$ cat config.mk
export PLATFORM = sky130hd
export DESIGN_NAME = control_unit
export DESIGN_NICKNAME = d
export VERILOG_FILES = /design/src/rtl/cu_pkg.sv /design/src/rtl/cu_decode.sv /design/src/rtl/control_unit.sv
export SDC_FILE = /design/constraint.sdc
export NUM_CORES = 1
export LEC_CHECK = 0
export CORE_AREA = 3 3 40 42
export CTS_BUF_LIST = sky130_fd_sc_hd__clkbuf_8
export CTS_CLUSTER_SIZE = 8
export DETAILED_ROUTE_END_ITERATION = 12
export DIE_AREA = 0 0 43 45
export PLACE_DENSITY_LB_ADDON = 0.12
export SLEW_MARGIN = 20
export SYNTH_ARGS = -nofsm -noshare
export SYNTH_HDL_FRONTEND = slang
export SYNTH_SLANG_ARGS = --single-unit
$ cat constraint.sdc
create_clock -name clk -period 2 [get_ports clk]
set_clock_uncertainty 0.2 [all_clocks]
set_input_delay 0.3 -clock clk [delete_from_list [all_inputs] [get_ports clk]]
set_output_delay 0.3 -clock clk [all_outputs]
set_load 0.05 [all_outputs]
$ cat src/rtl/cu_pkg.sv
// Shared opcode encodings and the control bundle of the pipelined processor's main control unit.
package cu_pkg;

  localparam int OP_W = 3;

  localparam logic [OP_W-1:0] OP_NOP  = 3'b000;
  localparam logic [OP_W-1:0] OP_ADD  = 3'b001;
  localparam logic [OP_W-1:0] OP_SUB  = 3'b010;
  localparam logic [OP_W-1:0] OP_LDM  = 3'b011;
  localparam logic [OP_W-1:0] OP_LDD  = 3'b100;
  localparam logic [OP_W-1:0] OP_STD  = 3'b101;
  localparam logic [OP_W-1:0] OP_IADD = 3'b110;
  localparam logic [OP_W-1:0] OP_RSVD = 3'b111;

  typedef struct packed {
    logic WB;
    logic Alu;
    logic MR;
    logic MW;
    logic AluOp;
    logic Imm;
  } ctrl_t;

  localparam ctrl_t CTRL_NOP = '0;

endpackage

$ cat src/rtl/cu_decode.sv
// Combinational opcode decoder: maps a 3-bit opcode to the control bundle.
module cu_decode
  import cu_pkg::*;
(
  input  logic [OP_W-1:0] In,
  output ctrl_t           ctrl
);

  always_comb begin
    // NOTE: defaulting ctrl first keeps this block latch-free and sends
    // reserved or unknown opcodes to the NOP bundle.
    ctrl = CTRL_NOP;
    case (In)
      OP_ADD:  ctrl = '{WB: 1'b1, Alu: 1'b1, MR: 1'b0, MW: 1'b0, AluOp: 1'b0, Imm: 1'b0};
      OP_SUB:  ctrl = '{WB: 1'b1, Alu: 1'b1, MR: 1'b0, MW: 1'b0, AluOp: 1'b1, Imm: 1'b0};
      OP_LDM:  ctrl = '{WB: 1'b1, Alu: 1'b0, MR: 1'b0, MW: 1'b0, AluOp: 1'b0, Imm: 1'b1};
      OP_LDD:  ctrl = '{WB: 1'b1, Alu: 1'b0, MR: 1'b1, MW: 1'b0, AluOp: 1'b0, Imm: 1'b0};
      OP_STD:  ctrl = '{WB: 1'b0, Alu: 1'b0, MR: 1'b0, MW: 1'b1, AluOp: 1'b0, Imm: 1'b0};
      OP_IADD: ctrl = '{WB: 1'b1, Alu: 1'b1, MR: 1'b0, MW: 1'b0, AluOp: 1'b0, Imm: 1'b1};
      default: ctrl = CTRL_NOP;
    endcase
  end

endmodule

$ cat src/rtl/control_unit.sv
// Main control unit: decodes the opcode and registers the control bundle for
// the decode/execute pipeline register stage.
module control_unit
  import cu_pkg::*;
#(
  parameter int OPW = OP_W
) (
  input  logic           clk,
  input  logic           rst,
  input  logic [OPW-1:0] In,
  output logic           WB,
  output logic           Alu,
  output logic           MR,
  output logic           MW,
  output logic           AluOp,
  output logic           Imm
);

  ctrl_t dec;
  ctrl_t ctrl_q;

  cu_decode u_decode (
    .In   (In),
    .ctrl (dec)
  );

  // NOTE: non-blocking assignment so every flop samples pre-edge values.
  always_ff @(posedge clk) begin
    if (rst) ctrl_q <= CTRL_NOP;
    else     ctrl_q <= dec;
  end

  assign WB    = ctrl_q.WB;
  assign Alu   = ctrl_q.Alu;
  assign MR    = ctrl_q.MR;
  assign MW    = ctrl_q.MW;
  assign AluOp = ctrl_q.AluOp;
  assign Imm   = ctrl_q.Imm;

endmodule

---- Word-level counts from Yosys, hierarchy flattened ----
Cells that the tools add are included.
word-level totals
  word-level logic and storage cells ...... 13
  flip-flop bits (word level) ............. 6
  input bits .............................. 5
  output and inout port bits .............. 6
cells by class
  equal/unequal tests ..................... 6
  muxes and demuxes ....................... 1
operators by type and width
  operator                                       number
  case mux 6 bit (6 select lines)                1
  == test 3 bit, second input constant           3
  == test 3 x 2 -> 1 bit, second input constant  2
  == test 3 x 1 -> 1 bit, second input constant  1

---- Depth between registers and ports, before layout ----
Gate-level depths: netlist (run 1).
  word-level depth ........................ 2
  depth in mapped cells ................... 3
  depth with buffers taken out ............ 2

---- Hierarchy ----
Synthesis (run 1) repeated with hierarchy kept, for this count alone.
unflattened totals
  cells, all modules ...................... 22
  area, all modules ....................... 237.7 um^2
by module, submodules not included
  module        times used  cells each  area each (um^2)
  control_unit  1           12          157.7
  cu_decode     1           10          80.1

---- Worst setup path before layout (run 1) ----
No wires, ideal clock.
  path type ............................... input port to flip-flop
  start point ............................. input In[0]
  end point ............................... register ctrl_q (netlist bit Alu)
  stages .................................. 3
  data required time ...................... 1730 ps
  setup time .............................. 70 ps
  arrival time ............................ 871 ps
  setup slack ............................. 859 ps
  cell sequence ........................... buf_4 -> or3b_1 -> a21oi_1
between the ends
  cells in the longest elaborated chain, start to end .. 2
  elaborated cells between the ends (all ways) .. 7
  those cells by class .................... 6 x eq/ne; 1 x mux
ends and longest elaborated chain
  item                                   RTL line            source
  start: declaration                     control_unit.sv:10  input logic [OPW-1:0] In,
  == test 3 bit (tied with other cells)  cu_decode.sv:13     case (In)
  case mux 6 bit (6 select lines) (*)    cu_decode.sv:13
  end signal: assignment                 control_unit.sv:29  if (rst) ctrl_q <= CTRL_NOP;
  end signal: assignment                 control_unit.sv:30  else ctrl_q <= dec;
  end: declaration                       control_unit.sv:20  ctrl_t ctrl_q;
Mark *: on every way between the ends. The rest lies on a longest branch, timed or not.
A chain may end at the register's enable or synchronous reset.

---- Worst setup path in the final report (run 1) ----
  start point ............................. register ctrl_q (netlist bit WB)
  end point ............................... output WB
RTL lines
  item              RTL line            source
  end: declaration  control_unit.sv:11  output logic WB,
No word-level cell between the ends.

==> impl_metrics.toml, run 1 <==
[cts]
cts_setup_buffers = 0
cts_tree = "built"
h-tree-depth = 1
cts_root_buf = "clkbuf_8"
clk_pin_slew_worst_paths_ps = 30
clock-sinks = 6
cts.repair.resized = 0
cts_buffer_depth = 2
ctsHoldBuffers = 0
cts_buffers = 3

[critical_path]
cp_top_family = "buffers and inverters"
crit_buf_inv = 1
max_stage_delay_ps = 800
arrival_ps = 1310
endpoint_kind = "output port"
crit_slowest_cell = "clkdlybuf4s50_1"
crit_fanout = 1
startpoint_type = "flip-flop"
crit_type = "flip-flop to output port"
required_ps = 1500
crit_path_cell_trace = "clkdlybuf4s50_1"

[min_path]
whs_path_depth = 2
hp-start = "rst"
worstHoldEndpoint = "Alu$_SDFF_PP0_"
hold_path.class = "primary input to flip-flop"

[global_routing]
grt_first_pass_wirelength_um = 690
grt_usage = 0.0551
grt_pass1_vias = 173
grt_start_max_net_pins = 8
overflow = 0
antenna_found_initial = 0

[final_layout]
fin_util = 0.282
antenna_cells = 0
final_net_count = 38
fillers = 146
area_growth_pct = 79.0
post_route_cells_drive_above_1_share = 0.129

[floorplanning]
num_io_pins = 11
die_w_um = 43
die_area_sq_um = 1940
core_area_sq_um = 1280
fp.dieH_um = 45
fp-row-count = 13
start_util = 0.158

[pwr]
p_per_area_nw_per_um2 = 971
ir_drop_mv = 0.281
power.leakage_nw = 0.132

[drt]
routed_via_density = 3.96
via_count = 182
drt_pass1_iterations = 4
routedWlPerCell_um = 8.65
wl_um = 398
route.detailed.drc = 0
antenna_left = 0
initialDrtViolationCount = 3

[sta]
worst_slew_pin_slew_ps = 503
min_period_over_period = 0.903
fmaxAchievable_ghz = 0.553
max-slew-margin-rel = 0.664
final_hold_viol_count = 0
whs_ps = 539
rsz0062_at_grt = "false"
tns_ps = 0
fin_crit_ps = 1810
drv_slew = 0
setup_viol = 0

[synth]
yosysMostFrequentCell = "dfxtp_1"
avgSynthCellArea_sq_um = 11.3
synth_edf_count = 0
yosysWarnings = 0
netlist.area_leader.share = 0.593
synth.largest_area_cell = "dfxtp_1"
netlist_instances = 18
synthTopCellsByCount = "dfxtp_1 (6), nand2b_1 (2), nor3_1 (2)"
synth_area_leaders = "dfxtp_1 (59%), nand2b_1 (6.2%), nor3_1 (4.9%), nor4bb_1 (4.9%), nor4b_1 (4.3%)"
yosysSeqAreaShare = 0.593
synth_nets = 23
synth.distinct_cells = 11
synth-async-reset-ratio = 0
synth_ff_type = "dfxtp_1"
syn_area_sq_um = 203
ys_seq_elements = 6

[run_status]
outcome = "finished clean"

[placed_design]
gp_congestion = 0.733
hpwl_um = 320
port_buffers = 10

[run]
cap_viol_max_count = 0
-- registers in the layout, summed over array words and instances (netlist names) --
signal	flops
Alu	1
WB	1
MR	1
AluOp	1
Imm	1
MW	1
-- report_power, final --
part           leakage [nW]  internal, mW  total, mW  switching (mW)
Clock                0.0216         0.129      0.173          0.0448
Combinational        0.0610        0.0222     0.0522          0.0300
Sequential           0.0493         0.126      0.127         0.00110
Total                 0.132         0.277      0.352          0.0758
-- cells in the final DEF (no fill, tap or decap) --
cell type	instances
dfxtp_1	6
or3b_1	1
clkdlybuf4s50_1	10
clkbuf_8	3
nor3_1	2
buf_4	1
nor4bb_1	1
nand2b_1	2
nor2_1	1
xnor2_1	1
a211oi_1	1
nor4b_1	1
a21oi_1	1
-- per-layer routing --
| layer | up-vias | share of wire | track usage | wire [um] |
|---|---|---|---|---|
| met5 | - | 0 | 0 | 0 |
| met4 | 0 | 0.040 | 0.0904 | 16 |
| met3 | 2 | 0.098 | 0.0239 | 39 |
| met2 | 11 | 0.47 | 0.0749 | 186 |
| met1 | 79 | 0.39 | 0.0485 | 156 |
| li1 | 90 | - | - | - |
-- how the worst max path moves through the flow --
stage	startpoint	to	slack [ps]	cells past startpoint
2_1_floorplan	In[0]	Alu$_SDFF_PP0_	860	3
3_3_place_gp	In[2]	Alu$_SDFF_PP0_	370	3
3_5_place_dp	In[2]	Alu$_SDFF_PP0_	380	3
4_1_cts	MR$_SDFF_PP0_	MR	170	1
5_1_grt	MW$_SDFF_PP0_	MW	150	1
6_report	WB$_SDFF_PP0_	WB	190	1
-- metrics by stage --
step,power [mW],instance area (sq um),std cells,setup WS [ps]
finish,0.352,363,46,193
global route,0.371,363,46,151
CTS,0.361,363,46,174
detailed placement,0.181,322,43,380
global placement,0.181,322,43,367
floorplan,0.158,203,18,859
-- layout make-up --
type | count | area [sq um] | share of cell area
multi-input cells | 11 | 75.1 | 0.207
repair buffers | 11 | 108 | 0.297
flip-flops and latches | 6 | 120 | 0.331
well taps | 15 | 18.8 | 0.0517
clock buffers | 3 | 41.3 | 0.114
-- logic make-up (layout without fill, tap and decap cells) --
group                     count (synthesis)  after routing  share of synthesized area
DFF                                       6              6                      0.593
buffers and inverters                     1             14                     0.0371
xor gates and xnor gates                  1              1                     0.0432
and+or+nand+nor                           8              8                      0.265
AOI/OAI and AO/OA                         2              2                     0.0617
Note: power is estimated with default switching activity, not from simulation.
==> inputs of run 2 (changes only) <==
CAP_MARGIN = 20   (was not set)
==> results of run 2 <==
Same layout as run 1: the final DEF is identical, and so are final timing and power.
==> inputs of run 3 (changes only) <==
SLEW_MARGIN = not set   (was 20)
==> results of run 3 <==
Same layout as run 1: the final DEF is identical, and so are final timing and power.
